$ cat config.mk
export PLATFORM = sky130hd
export DESIGN_NAME = dro_pulse_sequencer
export DESIGN_NICKNAME = d
export VERILOG_FILES = /design/src/rtl/dro_pulse_sequencer.sv
export SDC_FILE = /design/constraint.sdc
export NUM_CORES = 1
export LEC_CHECK = 0
export BUFFER_PORTS_ARGS = -buffer_cell sky130_fd_sc_hd__buf_2
export CAP_MARGIN = 20
export CORE_MARGIN = 5
export CORE_UTILIZATION = 30
export DETAILED_ROUTE_END_ITERATION = 8
export GPL_TIMING_DRIVEN = 0
export HOLD_SLACK_MARGIN = 0.15
export SYNTH_ARGS = -nofsm -noshare
export SYNTH_HDL_FRONTEND = slang
export SYNTH_SLANG_ARGS = --single-unit
$ cat constraint.sdc
create_clock -name clk -period 2.25 [get_ports clk]
set_input_delay 0.3375 -clock clk [delete_from_list [all_inputs] [get_ports clk]]
set_output_delay 0.3375 -clock clk [all_outputs]
set_load 0.01 [all_outputs]
$ cat src/rtl/dro_pulse_sequencer.sv
// Turns queued timed set/reset commands into one-cycle DRO pulses and models the DRO storage bit.
// Define DRO_SEQ_GUARD_EN to enforce MIN_SEP cycles from a set pulse to the next reset pulse.
module dro_pulse_sequencer #(
    parameter int DW      = 8,
    parameter int DEPTH   = 4,
    parameter int MIN_SEP = 5
) (
    input  logic                   clk,
    input  logic                   rst_n,
    input  logic                   cmd_valid,
    output logic                   cmd_ready,
    input  logic                   cmd_op,
    input  logic [DW-1:0]          cmd_gap,
    output logic                   set,
    output logic                   reset,
    output logic                   exp_out,
    output logic                   stored,
    output logic                   sep_stretch,
    output logic [$clog2(DEPTH):0] pend_cnt,
    output logic                   busy
);
    localparam int AW = $clog2(DEPTH);

    typedef enum logic [1:0] {IDLE, WAIT, FIRE} state_e;

    state_e        state_q, state_d;
    logic [DW:0]   mem_q [DEPTH];
    logic [AW:0]   wr_ptr_q, rd_ptr_q;
    logic [DW-1:0] cnt_q, cnt_d;
    logic          op_q, op_d;
    logic          stored_q, stored_d;
    logic          full, empty, push, pop, hold, stretch_flag;
    logic [DW:0]   head;

    assign empty     = (wr_ptr_q == rd_ptr_q);
    assign full      = (wr_ptr_q[AW] != rd_ptr_q[AW]) &&
                       (wr_ptr_q[AW-1:0] == rd_ptr_q[AW-1:0]);
    assign push      = cmd_valid && !full;
    assign pop       = (state_q == IDLE) && !empty;
    assign head      = mem_q[rd_ptr_q[AW-1:0]];
    assign cmd_ready = !full;
    assign pend_cnt  = wr_ptr_q - rd_ptr_q;
    assign stored    = stored_q;

    // NOTE: the storage array has no reset; the pointers alone decide which entries are valid.
    always_ff @(posedge clk) begin
        if (push) mem_q[wr_ptr_q[AW-1:0]] <= {cmd_op, cmd_gap};
    end

`ifdef DRO_SEQ_GUARD_EN
    localparam int SW = $clog2(MIN_SEP + 1);

    logic [SW-1:0] since_set_q, since_set_d;
    logic          stretch_q, stretch_d;

    // Leaving WAIT now fires in the next cycle, i.e. since_set_q + 2 cycles after the set pulse.
    assign hold         = op_q && ((int'(since_set_q) + 2) < MIN_SEP);
    assign stretch_flag = stretch_q;

    always_comb begin
        since_set_d = since_set_q;
        if (set)                              since_set_d = '0;
        else if (int'(since_set_q) < MIN_SEP) since_set_d = since_set_q + 1'b1;
        stretch_d = stretch_q;
        if (pop || state_q == FIRE)                         stretch_d = 1'b0;
        else if (state_q == WAIT && cnt_q == '0 && hold)    stretch_d = 1'b1;
    end

    always_ff @(posedge clk or negedge rst_n) begin
        if (!rst_n) begin
            since_set_q <= SW'(MIN_SEP);
            stretch_q   <= 1'b0;
        end else begin
            since_set_q <= since_set_d;
            stretch_q   <= stretch_d;
        end
    end
`else
    assign hold         = 1'b0;
    assign stretch_flag = 1'b0;
`endif

    always_comb begin
        cnt_d    = cnt_q;
        op_d     = op_q;
        if (pop) begin
            cnt_d = head[DW-1:0];
            op_d  = head[DW];
        end else if (state_q == WAIT && cnt_q != '0) begin
            cnt_d = cnt_q - 1'b1;
        end
        stored_d = stored_q;
        if (set)        stored_d = 1'b1;
        else if (reset) stored_d = 1'b0;
    end

    // NOTE: every register below is updated with non-blocking assignments so all see pre-edge values.
    always_ff @(posedge clk or negedge rst_n) begin
        if (!rst_n) begin
            wr_ptr_q <= '0;
            rd_ptr_q <= '0;
            cnt_q    <= '0;
            op_q     <= 1'b0;
            stored_q <= 1'b0;
        end else begin
            if (push) wr_ptr_q <= wr_ptr_q + (AW+1)'(1);
            if (pop)  rd_ptr_q <= rd_ptr_q + (AW+1)'(1);
            cnt_q    <= cnt_d;
            op_q     <= op_d;
            stored_q <= stored_d;
        end
    end

    always_ff @(posedge clk or negedge rst_n) begin
        if (!rst_n) state_q <= IDLE;
        else        state_q <= state_d;
    end

    // NOTE: next state defaults to the current state first, so no path can infer a latch.
    always_comb begin
        state_d = state_q;
        case (state_q)
            IDLE:    if (!empty) state_d = WAIT;
            WAIT:    if (cnt_q == '0 && !hold) state_d = FIRE;
            FIRE:    state_d = IDLE;
            default: state_d = IDLE;
        endcase
    end

    always_comb begin
        set         = (state_q == FIRE) && !op_q;
        reset       = (state_q == FIRE) && op_q;
        exp_out     = reset && stored_q;
        sep_stretch = reset && stretch_flag;
        busy        = !empty || (state_q != IDLE);
    end
endmodule

==> results.rst <==
.. list-table::
   :header-rows: 1

   * - Metric
     - Value
   * - Synthesized net count
     - 183
   * - Maximum operating frequency
     - 0.479 GHz
   * - Clock slew at the register clock pins of the worst setup and hold paths
     - 0.10 ns
   * - Bufs on Longest Clock Path
     - 2
   * - Relative contribution of the clock network to total power
     - 15.9%
   * - End point of the worst hold path
     - mem_q[1][5]
   * - Critical-path top delay cell
     - dfrtp_1
   * - R2R Path End
     - mem_q[2][5]
   * - Hold Fails Final Rpt
     - 0
   * - DR DRC count
     - 0
   * - Crit Path Max Fanout
     - 10
   * - Total core area
     - 7770 um2
   * - Depth of the CTS H-tree
     - 2
   * - CP peak stage delay
     - 0.44 ns
   * - Sort of element at the start of the critical path
     - register
   * - Total clock sinks
     - 54
   * - Number of buffers added by the clock tree synthesis step
     - 5
   * - Most used flip-flop cell after synthesis
     - edfxtp_1
   * - Syn Area/Cell
     - 14.9 um2
   * - DRT Pass-1 Iters
     - 4
   * - Number of flops mapped to enable cells by yosys
     - 36
   * - RR Startpoint
     - rd_ptr_q[1]
   * - Pin count of the biggest net entering global routing
     - 20
   * - Row cnt
     - 32
   * - Peak supply drop
     - 0.000528 V
   * - Sequential power share
     - 43.8%
   * - Seq/Total Area, Yosys
     - 63.8%
   * - Final global-route overflow total
     - 0
   * - Leakage
     - 1.10 nW
   * - GRT Total Usage
     - 8.78%
   * - Yosys cell types
     - 33
   * - Number of top-level pins
     - 22
   * - Sw Ratio
     - 35.8%
   * - Share of synthesized flip-flops with an asynchronous set or reset
     - 33.3%
   * - Reg-to-reg slack, setup
     - 0.20 ns
   * - Startpoint of the worst hold path
     - cmd_gap[5]
   * - DIE WIDTH
     - 99.5 um
   * - Max capacitance violation total
     - 0
   * - Netlist Area Pre-Place
     - 2400 um2
   * - Headroom to the max-slew limit
     - 53.8%
   * - Number of DRC markers after the initial detailed-route iteration
     - 90
   * - GPL Wtd Cong
     - 0.698
   * - Ys Warns
     - 0
   * - Routed Wire Length
     - 3980 um
   * - Hold Crit Class
     - input pin to register
   * - Slew at the pin with the worst max-slew slack
     - 0.684 ns
   * - Number of cells on the worst hold path
     - 1
   * - Net count, final
     - 211
   * - Routed wire length per instance
     - 13.6 um
   * - Place WS
     - -0.352 ns
   * - Flip-flop and latch count after synthesis
     - 54
   * - Kind of end point of the critical path
     - primary output
   * - Combinational Power Share
     - 40.3%
   * - Vias in the first global route
     - 1315
   * - Slew Limit Fails
     - 0
   * - HPWL after DPL
     - 2820 um
   * - Share of post-route cells with drive strength above 1
     - 27.9%
   * - Cell type with the highest occurrence count on the critical path
     - nand2_1
   * - Input/output buffers
     - 20
   * - Crit-path cells
     - buf_4 > inv_1 > ha_1 > nand2_1 > nor2_1 > nand2_1 > buf_2
   * - Total net switching power
     - 0.00128 W
   * - TritonCTS clock tree
     - done
   * - P per Cell Area
     - 1300 nW/um2
   * - Area enclosed by the die boundary
     - 9890 um2
   * - Run status
     - completed
   * - Post-Route Skew
     - 0.00436 ns
   * - Area growth from synthesis to layout
     - 14.4%
   * - Kind of critical path
     - register to primary output
   * - Post-route fraction of the period consumed by the critical path
     - 92.8%
   * - Total chip power
     - 0.00358 W
   * - Via count
     - 1291
   * - Cell count of the worst reg-to-reg path
     - 5
   * - Chip Height
     - 99.5 um
   * - Clock network latency to the later pin of the worst-skew pair
     - 0.31 ns
   * - Detail-routed via count per cell
     - 4.42
   * - First-pass GRT wire length
     - 6560 um
   * - Unrepaired setup endpoints after global routing
     - no
   * - Initial Util
     - 30.9%
   * - Antenna violations before repair
     - 0
   * - Final setup viols
     - 0
   * - Master cell of the clock root buffer
     - clkbuf_8
   * - Post-layout min period
     - 2.09 ns
   * - Antenna-violating nets left
     - 0
   * - Data arrival time at the worst-slack endpoint
     - 1.75 ns
   * - Diodes inserted
     - 0
   * - Data required, critical path
     - 1.91 ns
   * - Internal power summed over all cells
     - 0.00230 W
   * - Cell count after synthesis
     - 161
   * - Final setup slack of the worst path
     - 0.161 ns
## flip-flops by register name, indices dropped and copies added (netlist names)
signal,count
state_q,2
rd_ptr_q,3
stored,1
mem_q,36
op_q,1
wr_ptr_q,3
cnt_q,8
## cell usage in the layout, fill, tap and decap left out
| master | synthesis | routed |
|---|---|---|
| nor3b_2 | 1 | 1 |
| mux2_4 | 3 | 3 |
| o21ai_0 | 2 | 2 |
| a31oi_1 | 2 | 2 |
| inv_1 | 12 | 12 |
| nor3b_1 | 1 | 1 |
| nor4_2 | 1 | 1 |
| dlygate4sd3_1 | 0 | 1 |
| nor3_1 | 1 | 1 |
| xor2_2 | 1 | 1 |
| and2_2 | 0 | 3 |
| edfxtp_1 | 36 | 36 |
| nand3_1 | 3 | 3 |
| xnor2_1 | 4 | 4 |
| clkinv_4 | 0 | 1 |
| and2_4 | 0 | 1 |
| inv_6 | 0 | 1 |
| a21oi_1 | 7 | 7 |
| fa_1 | 1 | 1 |
| nor2_1 | 17 | 17 |
| mux4_2 | 9 | 9 |
| a21o_1 | 1 | 1 |
| inv_8 | 0 | 1 |
| nand2_1 | 6 | 6 |
| a31oi_2 | 1 | 1 |
| o31ai_1 | 1 | 1 |
| conb_1 | 1 | 1 |
| o21ai_1 | 1 | 1 |
| nor4b_1 | 1 | 1 |
| and2_1 | 5 | 1 |
| buf_2 | 3 | 23 |
| clkbuf_8 | 0 | 5 |
| xor2_1 | 3 | 3 |
| ha_1 | 9 | 9 |
| mux2i_1 | 4 | 4 |
| buf_4 | 1 | 2 |
| nand2b_1 | 2 | 2 |
| nand3b_1 | 2 | 2 |
| dfrtp_1 | 18 | 18 |
## metal layers
layer  GRT usage, %  vias up  share of wire (%)
li1               -      630                  -
met1           11.7      637                 47
met2           13.6       19                 48
met3           2.10        5                3.7
met4           3.78        0                1.5
met5              0        -                  0
## layout make-up
cell class                      count  area [um2]
Buffer                              5        30.0
Clock buffer                        5        68.8
Clock inverter                      3        28.8
Fill cell                         780        5020
Inverter                           12        45.0
Multi-Input combinational cell     90         805
Sequential cell                    54        1530
Tap cell                          102         128
Timing Repair Buffer               21         110
## worst max-delay path: cells and delay by family, from the launching register on
kind / cells / cell delay, ns
flip-flops: 1 / 0.44
AND/OR/NAND/NOR: 3 / 0.24
buffers and inverters: 3 / 0.43
adder cells (fa/ha/maj): 1 / 0.33
## power groups by stage
stage / logic [W] / clock network, W / registers [W]
after floorplan: 0.00111 / 0 / 0.00154
after global routing: 0.00163 / 0.000643 / 0.00160
after global placement: 0.00144 / 0 / 0.00158
after detailed placement: 0.00145 / 0 / 0.00159
after CTS: 0.00147 / 0.000596 / 0.00157
final: 0.00144 / 0.000569 / 0.00157
## logic make-up (layout without fill, tap and decap cells)
logic type | after synthesis | after routing | synth area share, %
and+or+nand+nor | 40 | 40 | 8.60
muxes | 16 | 16 | 12.0
xor gates and xnor gates | 8 | 8 | 3.23
buffers and inverters | 17 | 46 | 2.97
AOI/OAI and AO/OA | 15 | 15 | 3.75
DFF | 54 | 54 | 63.8
other | 1 | 1 | 0.156
adders and majority gates | 10 | 10 | 5.52
## how the worst max path moves through the flow
stage | startpoint | to | slack, ns | depth (start not counted)
final | rd_ptr_q[1] | busy | 0.16 | 7
after detailed placement | rd_ptr_q[1] | mem_q[3][7] | -0.35 | 5
after global placement | rd_ptr_q[1] | mem_q[3][7] | -0.31 | 5
after CTS | rd_ptr_q[1] | busy | 0.02 | 7
after floorplan | rd_ptr_q[1] | mem_q[3][0] | 0.20 | 5
after global routing | rd_ptr_q[1] | busy | 0.004 | 7
## cells in the mapped netlist (all sizes together) (5+ instances only)
| cell | number | area share [%] |
|---|---|---|
| edfxtp | 36 | 45 |
| a21oi | 7 | 1.5 |
| mux4 | 9 | 8.4 |
| nor2 | 17 | 2.7 |
| dfrtp | 18 | 19 |
| nand2 | 6 | 0.94 |
| inv | 12 | 1.9 |
| ha | 9 | 4.7 |
| and2 | 5 | 1.3 |
## what timing repair did
action / CTS / global route
resized for setup: 5 / 4
hold endpoints to repair: 18 / 0
pin swaps: 0 / 0
hold buffers: 1 / 0
buffers inserted: 0 / 0
endpoints found under the setup margin: 44 / 41
## stage by stage
step,hold WS (ns),instance area [um2],setup TNS (ns),utilization [%],std cells
3_3_place_gp,0.310,2630,-9.98,33.8,283
6_report,0.240,2750,0,35.4,292
3_5_place_dp,0.310,2630,-11.32,33.8,283
2_1_floorplan,0.0419,2400,0,-,161
5_1_grt,0.227,2750,0,35.4,292
4_1_cts,0.227,2740,0,35.3,292
(Power assumes the default switching activity.)
